## config.mk

```make
export PLATFORM = sky130hd
export DESIGN_NAME = instruction_fetch_unit
export DESIGN_NICKNAME = d
export VERILOG_FILES = /design/src/rtl/cpu_pkg.sv /design/src/rtl/branch_target_calc.sv /design/src/rtl/instruction_fetch_unit.sv
export SDC_FILE = /design/constraint.sdc
export NUM_CORES = 1
export LEC_CHECK = 0
export BUFFER_PORTS_ARGS = -buffer_cell sky130_fd_sc_hd__buf_2
export CORE_UTILIZATION = 32
export DETAILED_ROUTE_END_ITERATION = 12
export PLACE_DENSITY_LB_ADDON = 0.05
export SKIP_LAST_GASP = 1
export SYNTH_ARGS = -nofsm -noshare
export SYNTH_HDL_FRONTEND = slang
export SYNTH_HIERARCHICAL = 1
export SYNTH_SLANG_ARGS = --single-unit
export TNS_END_PERCENT = 100
```

## constraint.sdc

```tcl
create_clock -name clock -period 2.15 [get_ports clock]
set_clock_uncertainty 0.2 [all_clocks]
set_input_delay 0.1075 -clock clock [delete_from_list [all_inputs] [get_ports clock]]
set_output_delay 0.1075 -clock clock [all_outputs]
set_load 0.05 [all_outputs]
```

## src/rtl/cpu_pkg.sv

```systemverilog
// Shared definitions for the 19-bit-ISA core: widths, halt marker,
// opcode prefixes (for decode) and the fetch state encoding.
package cpu_pkg;

  localparam int ADDR_W  = 12;
  localparam int INSTR_W = 19;

  // An all-zero word marks the end of the program.
  localparam logic [INSTR_W-1:0] HALT_WORD = '0;

  // Opcode prefixes, left-aligned in the instruction word.
  localparam logic [1:0] OP_R   = 2'b00;
  localparam logic [1:0] OP_I   = 2'b01;
  localparam logic [2:0] OP_MEM = 3'b100;
  localparam logic [2:0] OP_BR  = 3'b101;
  localparam logic [4:0] OP_JMP = 5'b11100;

  typedef enum logic {
    RUN  = 1'b0,
    HALT = 1'b1
  } fetch_state_t;

endpackage

```

## src/rtl/branch_target_calc.sv

```systemverilog
// Redirect target: a jump goes to the absolute immediate; a branch goes to
// pc+1 plus the sign-extended low byte of the immediate. The sum wraps
// modulo 2^ADDR_W. Execute reuses this for misprediction checks.
module branch_target_calc #(
  parameter int ADDR_W = 12
) (
  input  logic              redirect_is_jump_i,
  input  logic [ADDR_W-1:0] redirect_pc_i,
  input  logic [ADDR_W-1:0] redirect_imm_i,
  output logic [ADDR_W-1:0] target_o
);

  logic [ADDR_W-1:0] imm8_sext;

  // Widen imm8 to the address width so the add wraps naturally.
  always_comb begin
    imm8_sext = {{(ADDR_W-8){redirect_imm_i[7]}}, redirect_imm_i[7:0]};
    if (redirect_is_jump_i)
      target_o = redirect_imm_i;
    else
      target_o = redirect_pc_i + ADDR_W'(1) + imm8_sext;
  end

endmodule

```

## src/rtl/instruction_fetch_unit.sv

```systemverilog
// Fetch stage: owns the PC, reads instruction memory combinationally and
// loads the IF/ID register. Priority per cycle is
// reset > redirect > stall > halt-detect > normal fetch.
module instruction_fetch_unit #(
  parameter int ADDR_W  = 12,
  parameter int INSTR_W = 19,
  parameter int CNT_W   = 16
) (
  input  logic               clock,
  input  logic               reset,
  input  logic               stall,
  input  logic               redirect_valid,
  input  logic               redirect_is_jump,
  input  logic [ADDR_W-1:0]  redirect_pc,
  input  logic [ADDR_W-1:0]  redirect_imm,
  output logic [ADDR_W-1:0]  imem_address,
  input  logic [INSTR_W-1:0] imem_instruction,
  output logic [INSTR_W-1:0] if_id_instruction,
  output logic [ADDR_W-1:0]  if_id_pc,
  output logic               if_id_valid,
  output logic               halted,
  output logic [CNT_W-1:0]   fetch_count
);
  import cpu_pkg::*;

  fetch_state_t       state_q, state_d;
  logic [ADDR_W-1:0]  pc_q, pc_d;
  logic [INSTR_W-1:0] instr_q, instr_d;
  logic [ADDR_W-1:0]  ifpc_q, ifpc_d;
  logic               vld_q, vld_d;
  logic [CNT_W-1:0]   cnt_q, cnt_d;
  logic [ADDR_W-1:0]  redirect_target;

  branch_target_calc #(.ADDR_W(ADDR_W)) u_btc (
    .redirect_is_jump_i (redirect_is_jump),
    .redirect_pc_i      (redirect_pc),
    .redirect_imm_i     (redirect_imm),
    .target_o           (redirect_target)
  );

  // Zero-latency memory: the word for pc comes back in the same cycle.
  assign imem_address      = pc_q;
  assign if_id_instruction = instr_q;
  assign if_id_pc          = ifpc_q;
  assign if_id_valid       = vld_q;
  assign halted            = (state_q == HALT);
  assign fetch_count       = cnt_q;

  // Next-state: everything holds unless a higher-priority event applies.
  always_comb begin
    state_d = state_q;
    pc_d    = pc_q;
    instr_d = instr_q;
    ifpc_d  = ifpc_q;
    vld_d   = vld_q;
    cnt_d   = cnt_q;
    if (redirect_valid) begin
      // Current fetch is on the wrong path: drop it and insert one bubble,
      // even while decode is stalled, and leave HALT if we were there.
      pc_d    = redirect_target;
      vld_d   = 1'b0;
      instr_d = '0;
      state_d = RUN;
    end else if (state_q == HALT) begin
      vld_d = 1'b0;
    end else if (stall) begin
      // Decode is busy: freeze PC, IF/ID and the counter.
    end else if (imem_instruction == INSTR_W'(HALT_WORD)) begin
      // End marker is neither delivered nor counted; pc parks on it.
      vld_d   = 1'b0;
      instr_d = '0;
      state_d = HALT;
    end else begin
      instr_d = imem_instruction;
      ifpc_d  = pc_q;
      vld_d   = 1'b1;
      pc_d    = pc_q + ADDR_W'(1);
      cnt_d   = (&cnt_q) ? cnt_q : cnt_q + CNT_W'(1);
    end
  end

  // State register with synchronous reset.
  always_ff @(posedge clock) begin
    if (reset) begin
      state_q <= RUN;
      pc_q    <= '0;
      instr_q <= '0;
      ifpc_q  <= '0;
      vld_q   <= 1'b0;
      cnt_q   <= '0;
    end else begin
      state_q <= state_d;
      pc_q    <= pc_d;
      instr_q <= instr_d;
      ifpc_q  <= ifpc_d;
      vld_q   <= vld_d;
      cnt_q   <= cnt_d;
    end
  end

endmodule

```

==> impl_metrics.env, run 1 <==
export IMPL_syn_nets=496
export IMPL_maxCapViolations=0
export IMPL_syn_inst=434
export IMPL_io_buffer_count=108
export IMPL_drive_gt1_share_pct=30.6
export IMPL_detail_route_antenna_nets=0
export IMPL_first_global_vias=3245
export IMPL_crit_fanout=7
export IMPL_finalMaxSlewViolations=0
export IMPL_f_max_ghz=0.493
export IMPL_drt_first_iter_violations=163
export IMPL_layout_worst_path_cycle_share_pct=94.3
export IMPL_cts_root_buffer="sky130_fd_sc_hd__clkbuf_8"
export IMPL_drc_errors=0
export IMPL_net_switching_power_of_the_design_uw=857
export IMPL_grt_pass1_wl_um=15400
export IMPL_synth_main_ff_cell="sky130_fd_sc_hd__dfxtp_1"
export IMPL_gr_usage_met2_pct=27.8
export IMPL_p_int_uw=2010
export IMPL_syn_cell_area_mm2=0.00350
export IMPL_power_frac_clock_pct=35.1
export IMPL_leak_uw=0.00209
export IMPL_routed_wl_um=9600
export IMPL_final_net_count=639
export IMPL_grtUsageMet3_pct=3.28
export IMPL_gr_max_usage_layer="met2"
export IMPL_tightestPinTransition_ns=0.636
export IMPL_hold_viol_final=0
export IMPL_core_rowCount=37
export IMPL_async_flop_share_pct=0
export IMPL_timing_final_ws_setup_ns=0.123
export IMPL_chipHeight_um=107
export IMPL_fin_setup_tns_ns=0
export IMPL_synth_seq_area_share_pct=34.9
export IMPL_slew_limit_headroom_pct=57.3
export IMPL_cts_sinks=61
export IMPL_timing_hold_worst_path_depth=5
export IMPL_cp_start_kind="primary input"
export IMPL_global_route_usage_met1_pct=21.7
export IMPL_comb_power_share_pct=22.6
export IMPL_maximum_root_to_sink_buffer_count=2
export IMPL_areaGrowthSynthToFinish_pct=35.4
export IMPL_place_gp_congestion=0.784
export IMPL_floorplan_die_area_mm2=0.0114
export IMPL_min_period_ns=2.03
export IMPL_worst_ir_drop_vdd_mv=0.237
export IMPL_avgSynthCellArea_um2=8.07
export IMPL_routed_wirelength_normalized_by_instance_count_um=13.4
export IMPL_grt_setup_unrepaired="no"
export IMPL_tritoncts="done"
export IMPL_clk_latency_worst_skew_pair_ns=0.33
export IMPL_antennaDiodeCount=0
export IMPL_synth_enable_flop_cells=0
export IMPL_dieWidth_um=107
export IMPL_synth_seq_cells=61
export IMPL_post_drt_via_cell_ratio=4.92
export IMPL_num_vias=3531
export IMPL_top_level_port_count=109
export IMPL_p_per_area_mw_per_mm2=605
export IMPL_outcome="complete, no violations"
export IMPL_worstSetupEndpointType="register"
export IMPL_preCtsSetupSlack_ns=-0.173
export IMPL_initial_antenna_violation_count=0
export IMPL_seq_power_share_pct=42.3
export IMPL_grt_max_degree=47
export IMPL_holdCritPathClass="in -> reg"
export IMPL_cp_required_ns=2.17
export IMPL_reg2reg_depth=6
export IMPL_cts_reportedPaths_clkPinSlew_ns=0.06
export IMPL_global_route_usage_total_pct=17.1
export IMPL_dp_hpwl_um=7120
export IMPL_dr_pass1_iters=4
export IMPL_core_region_area_mm2=0.0105
export IMPL_grt_remaining_overflow=0
export IMPL_critPathArrivalTime_ns=2.05
export IMPL_cts_made_buffers=9
export IMPL_start_util_pct=33.5
export IMPL_htree_levels=3
export IMPL_total_of_warnings_raised_by_yosys=6
export IMPL_yosysUniqueCellTypes=62
export IMPL_crit_type="in -> reg"
export IMPL_power_switching_share_pct=29.9
export IMPL_finalSetupViolations=0
==> cell usage in the layout (no fill, tap or decap), types with 10 or more instances in the layout <==
cell                            Yosys  routed
sky130_fd_sc_hd__buf_2              5     108
sky130_fd_sc_hd__nand2_1           84      84
sky130_fd_sc_hd__dfxtp_1           61      53
sky130_fd_sc_hd__a21oi_1           49      49
sky130_fd_sc_hd__nor2_1            29      29
sky130_fd_sc_hd__dlygate4sd3_1      0      24
sky130_fd_sc_hd__buf_4              3      22
sky130_fd_sc_hd__a211oi_1          13      13
sky130_fd_sc_hd__ha_1              13      13
sky130_fd_sc_hd__xnor2_1           12      12
sky130_fd_sc_hd__o21ai_0           12      12
sky130_fd_sc_hd__clkbuf_8           0      11
sky130_fd_sc_hd__inv_1             10      10
==> critical path, stage by stage <==
cell                            delay (ns)
sky130_fd_sc_hd__dlygate4sd3_1        0.54
sky130_fd_sc_hd__buf_2                0.13
sky130_fd_sc_hd__nor4_2               0.29
sky130_fd_sc_hd__and4_4               0.38
sky130_fd_sc_hd__a211oi_2             0.10
sky130_fd_sc_hd__and3_1               0.20
sky130_fd_sc_hd__mux2_4               0.29
==> kinds of logic after synthesis <==
logic type,share of synthesized area [%]
AND/OR/NAND/NOR,26.9
XOR/XNOR,4.00
multiplexers,2.43
AO/OA/AOI/OAI,22.0
flip-flops,34.9
adder cells (fa/ha/maj),5.21
buffers and inverters,4.61
==> per-layer routing <==
metal  part of all wire, %  wire (um)
met5                     0          0
met1                    47       4480
met3                   4.2        399
met2                    47       4470
met4                   2.6        251
==> state kept, by name, summed over array words and instances, names as in the netlist <==
signal	cells
fetch_count	16
halted	1
if_id_instruction	19
if_id_pc	12
if_id_valid	1
imem_address	12
==> repair_timing <==
item                                   in CTS  in global routing
setup endpoints to repair                   0                 21
hold buffers                               24                  0
resized for setup                           0                  2
endpoints found under the hold margin      25                  0
buffers inserted                            0                  3
==> final timing paths <==
| check | slack (ns) | endpoint | startpoint |
|---|---|---|---|
| setup / recovery | 0.12 | fetch_count[15]$_SDFFE_PP0P_ | imem_instruction[3] |
| hold reg to reg | 0.25 | if_id_pc[9]$_SDFFE_PP0P_ | if_id_pc[9]$_SDFFE_PP0P_ |
| setup reg to reg | 0.15 | fetch_count[15]$_SDFFE_PP0P_ | fetch_count[0]$_SDFFE_PP0P_ |
| hold / removal | 0.02 | imem_address[5]$_SDFFE_PP0P_ | redirect_imm[5] |
==> cells in the mapped netlist (3+ instances only) <==
master,n,area share [%]
sky130_fd_sc_hd__xor2_1,4,1.0
sky130_fd_sc_hd__ha_1,13,4.6
sky130_fd_sc_hd__a21oi_1,49,7.0
sky130_fd_sc_hd__o21ai_0,12,1.7
sky130_fd_sc_hd__nor2_1,29,3.1
sky130_fd_sc_hd__and4_1,5,1.2
sky130_fd_sc_hd__nand4_1,7,1.2
sky130_fd_sc_hd__o21a_1,3,0.64
sky130_fd_sc_hd__a211oi_1,13,2.8
sky130_fd_sc_hd__mux2_1,4,1.3
sky130_fd_sc_hd__dfxtp_1,61,35
sky130_fd_sc_hd__or3_1,3,0.54
sky130_fd_sc_hd__nor4_1,3,0.54
sky130_fd_sc_hd__clkbuf_1,14,1.5
sky130_fd_sc_hd__a211oi_2,5,1.8
sky130_fd_sc_hd__o31a_1,3,0.75
sky130_fd_sc_hd__o21ai_1,4,0.57
sky130_fd_sc_hd__buf_4,3,0.64
sky130_fd_sc_hd__nand2b_1,3,0.54
sky130_fd_sc_hd__nor4_2,5,1.8
sky130_fd_sc_hd__o31ai_1,3,0.64
sky130_fd_sc_hd__nor2b_1,7,1.2
sky130_fd_sc_hd__and3_1,9,1.6
sky130_fd_sc_hd__buf_2,5,0.71
sky130_fd_sc_hd__xnor2_1,12,3.0
sky130_fd_sc_hd__nand3_1,8,1.1
sky130_fd_sc_hd__nand2_1,84,9.0
sky130_fd_sc_hd__nor3_1,9,1.3
sky130_fd_sc_hd__inv_1,10,1.1
sky130_fd_sc_hd__a21o_1,4,0.86
==> stage by stage <==
stage          util [%]  hold WS, ns  cell area (um^2)  power, uW  std cells
2_1_floorplan         -       0.0229              3510       1650        434
3_3_place_gp       40.7        0.169              4260       1850        675
3_5_place_dp       40.7        0.177              4260       1850        675
4_1_cts            44.9     0.000961              4690       2910        714
5_1_grt            45.3       0.0579              4740       3010        717
6_report           45.3       0.0158              4740       2870        717
==> power by group through the flow <==
stage	Clock, uW	Sequential (uW)	Combinational [uW]
2_1_floorplan	0	1380	277
3_3_place_gp	0	1240	613
3_5_place_dp	0	1240	615
4_1_cts	1050	1210	651
5_1_grt	1090	1220	707
6_report	1010	1210	648
==> final cells by class <==
type / count / area [um^2]
repair buffers: 156 / 977
multi-input cells: 339 / 2130
inverters: 10 / 37.5
clock inverters: 1 / 30.0
clock buffers: 14 / 163
well taps: 136 / 170
flip-flops and latches: 61 / 1230
fillers: 1094 / 5720
No activity file was read; power rests on OpenSTA's default activity.
==> run 2, diff against run 1 <==
--- a/config.mk
+++ b/config.mk
@@ -7,11 +7,11 @@
 export LEC_CHECK = 0
 export BUFFER_PORTS_ARGS = -buffer_cell sky130_fd_sc_hd__buf_2
 export CORE_UTILIZATION = 32
+export CTS_BUF_LIST = sky130_fd_sc_hd__clkbuf_4 sky130_fd_sc_hd__clkbuf_8
 export DETAILED_ROUTE_END_ITERATION = 12
 export PLACE_DENSITY_LB_ADDON = 0.05
 export SKIP_LAST_GASP = 1
 export SYNTH_ARGS = -nofsm -noshare
 export SYNTH_HDL_FRONTEND = slang
-export SYNTH_HIERARCHICAL = 1
 export SYNTH_SLANG_ARGS = --single-unit
 export TNS_END_PERCENT = 100
==> impl_metrics.env, run 2 <==
export IMPL_grt_remaining_overflow=0
export IMPL_routed_wl_um=9380
export IMPL_yosysTopAreaCellShare_pct=37.3
export IMPL_synth_top_cells_by_area="sky130_fd_sc_hd__dfxtp_1 37%, sky130_fd_sc_hd__nand2_1 6.0%, sky130_fd_sc_hd__a21oi_1 5.2%, sky130_fd_sc_hd__nor2_1 5.0%, sky130_fd_sc_hd__ha_1 5.0%"
export IMPL_worstSetupEndpointType="register"
export IMPL_syn_nets=458
export IMPL_critical_path_max_stage_delay_ns=0.55
export IMPL_final_common_cell="sky130_fd_sc_hd__buf_2"
export IMPL_post_drt_via_cell_ratio=4.88
export IMPL_synth_seq_area_share_pct=37.3
export IMPL_tightestPinTransition_ns=0.419
export IMPL_finalSetupViolations=0
export IMPL_syn_inst=396
export IMPL_highest_count_cells_in_the_layout_ignoring_fill_and_taps="108 x sky130_fd_sc_hd__buf_2, 59 x sky130_fd_sc_hd__dfxtp_1, 52 x sky130_fd_sc_hd__nand2_1, 43 x sky130_fd_sc_hd__nor2_1, 34 x sky130_fd_sc_hd__a21oi_1"
export IMPL_synth_main_ff_cell="sky130_fd_sc_hd__dfxtp_1"
export IMPL_cp_buffers_inverters=3
export IMPL_drt_first_iter_violations=137
export IMPL_cts_made_buffers=9
export IMPL_holdCritPathClass="in -> reg"
export IMPL_maxCapViolations=0
export IMPL_syn_cell_area_mm2=0.00327
export IMPL_grt_setup_unrepaired="yes"
export IMPL_grt_pass1_wl_um=14900
export IMPL_p_per_area_mw_per_mm2=630
export IMPL_cpMaxStageDelayCell="sky130_fd_sc_hd__dlygate4sd3_1"
export IMPL_synth_most_common_cell="sky130_fd_sc_hd__dfxtp_1"
export IMPL_clk_latency_worst_skew_pair_ns=0.34
export IMPL_start_util_pct=33.3
export IMPL_async_flop_share_pct=0
export IMPL_floorplan_die_area_mm2=0.0106
export IMPL_leak_uw=0.00203
export IMPL_largest_register_ffs=19
export IMPL_maximum_root_to_sink_buffer_count=2
export IMPL_dp_hpwl_um=6850
export IMPL_num_fill_cells=1030
export IMPL_timing_startpoint_of_the_critical_path="imem_instruction[6]"
export IMPL_crit_family="buffers and inverters"
export IMPL_hold_viol_final=0
export IMPL_drc_errors=0
export IMPL_htree_levels=3
export IMPL_synth_seq_cells=61
export IMPL_global_route_usage_total_pct=18.3
export IMPL_cts_reportedPaths_clkPinSlew_ns=0.07
export IMPL_dr_pass1_iters=4
export IMPL_drive_gt1_share_pct=30.1
export IMPL_final_design_area_no_fill_mm2=0.00464
export IMPL_grt_max_degree=28
export IMPL_synth_top_cells_by_count="61 x sky130_fd_sc_hd__dfxtp_1, 52 x sky130_fd_sc_hd__nand2_1, 44 x sky130_fd_sc_hd__nor2_1"
export IMPL_layout_worst_path_cycle_share_pct=95.0
export IMPL_top_level_port_count=109
export IMPL_areaGrowthSynthToFinish_pct=41.8
export IMPL_crit_type="in -> reg"
export IMPL_final_util_pct=47.2
export IMPL_cp_required_ns=2.16
export IMPL_min_period_ns=2.04
export IMPL_num_vias=3342
export IMPL_min_delay_start="redirect_imm[7]"
export IMPL_outcome="complete, no violations"
export IMPL_io_buffer_count=108
export IMPL_routed_wirelength_normalized_by_instance_count_um=13.7
export IMPL_cts_root_buffer="sky130_fd_sc_hd__clkbuf_8"
export IMPL_total_of_warnings_raised_by_yosys=0
export IMPL_place_gp_congestion=0.830
export IMPL_cp_start_kind="primary input"
export IMPL_timing_rr_start="imem_address[5]$_SDFFE_PP0P_"
export IMPL_slew_limit_headroom_pct=71.8
export IMPL_detail_route_antenna_nets=0
export IMPL_worstPathCellList="dlygate4sd3_1 -> buf_2 -> nor4_2 -> and3_4 -> a211oi_4 -> buf_4 -> and3_1 -> xnor2_1 -> nor2_1"
export IMPL_finalMaxSlewViolations=0
export IMPL_antennaDiodeCount=0
export IMPL_final_net_count=610
export IMPL_dieWidth_um=103
export IMPL_synth_top_area_cell="sky130_fd_sc_hd__dfxtp_1"
export IMPL_f_max_ghz=0.489
export IMPL_tritoncts="done"
export IMPL_placement_cell_area_mm2=0.00404
export IMPL_chipHeight_um=103
export IMPL_synth_enable_flop_cells=0
export IMPL_initial_antenna_violation_count=0
export IMPL_crit_fanout=5
export IMPL_core_region_area_mm2=0.00982
export IMPL_cts_sinks=61
export IMPL_yosysUniqueCellTypes=51
export IMPL_critPathArrivalTime_ns=2.06
export IMPL_avgSynthCellArea_um2=8.26
export IMPL_first_global_vias=3099
export IMPL_worst_ir_drop_vdd_mv=0.254
export IMPL_core_rowCount=36
==> run 2: layout make-up <==
type	count	area, um^2	share of cell area (%)
clock buffers	11	151	3.26
clock inverters	4	47.5	1.03
inverters	11	41.3	0.890
multi-input cells	308	2030	43.7
flip-flops and latches	61	1220	26.4
well taps	133	166	3.59
repair buffers	157	981	21.1
==> run 2: stage by stage <==
| step | hold WS, ns | setup slack, ns | setup TNS (ns) | power [uW] | std cells |
|---|---|---|---|---|---|
| 4_1_cts | 0.00869 | 0.0155 | 0 | 2940 | 682 |
| 6_report | 0.0191 | 0.106 | 0 | 2920 | 685 |
| 3_3_place_gp | 0.162 | 0.107 | 0 | 1850 | 638 |
| 3_5_place_dp | 0.163 | 0.0663 | 0 | 1850 | 638 |
| 2_1_floorplan | 0.0234 | 0.114 | 0 | 1650 | 396 |
| 5_1_grt | 0.0631 | -0.0260 | -0.0630 | 3090 | 685 |
==> run 2: worst min-delay path: cells and delay by family <==
family | cells | cell delay (ns)
AOI/OAI and AO/OA | 3 | 0.17
buffers and inverters | 1 | 0.15
and+or+nand+nor | 1 | 0.08
==> run 2: routing by layer <==
metal	vias to the layer above	share of wire, %	track usage [%]
met2	82	46	30.2
li1	1714	-	-
met4	0	1.0	5.53
met3	11	4.8	4.47
met1	1535	48	23.5
met5	-	0	0
==> run 2: path summary, 6_finish.rpt <==
check                                                          to  slack [ns]  cells after the start
worst max-delay path                  fetch_count[2]$_SDFFE_PP0P_        0.11                      9
worst min register to register  if_id_instruction[9]$_SDFFE_PP0P_        0.25                      2
worst min-delay path                 imem_address[7]$_SDFFE_PP0P_        0.02                      5
worst max register to register      imem_address[11]$_SDFFE_PP0P_        0.22                      6
==> run 2: logic make-up (layout without fill, tap and decap cells) <==
kind of cell / after synthesis / in the layout / share of synthesized area (%)
adder cells (fa/ha/maj): 14 / 14 / 5.59
AND/OR/NAND/NOR: 166 / 166 / 24.5
buffers and inverters: 27 / 183 / 3.40
multiplexers: 16 / 16 / 4.90
flip-flops: 61 / 61 / 37.3
AO/OA/AOI/OAI: 85 / 85 / 17.0
XOR/XNOR: 27 / 27 / 7.23
==> run 2: what timing repair did <==
action                                 CTS  global route
endpoints found under the hold margin   36             0
setup buffers                            0             3
hold buffers                            29             0
setup endpoints to repair                0            32
gates resized for setup                  0            16
==> run 2: where the power goes <==
group	switching, uW	total [uW]	internal [uW]
sequential	38.5	1210	1170
combinational	416	673	258
clock	449	1040	588
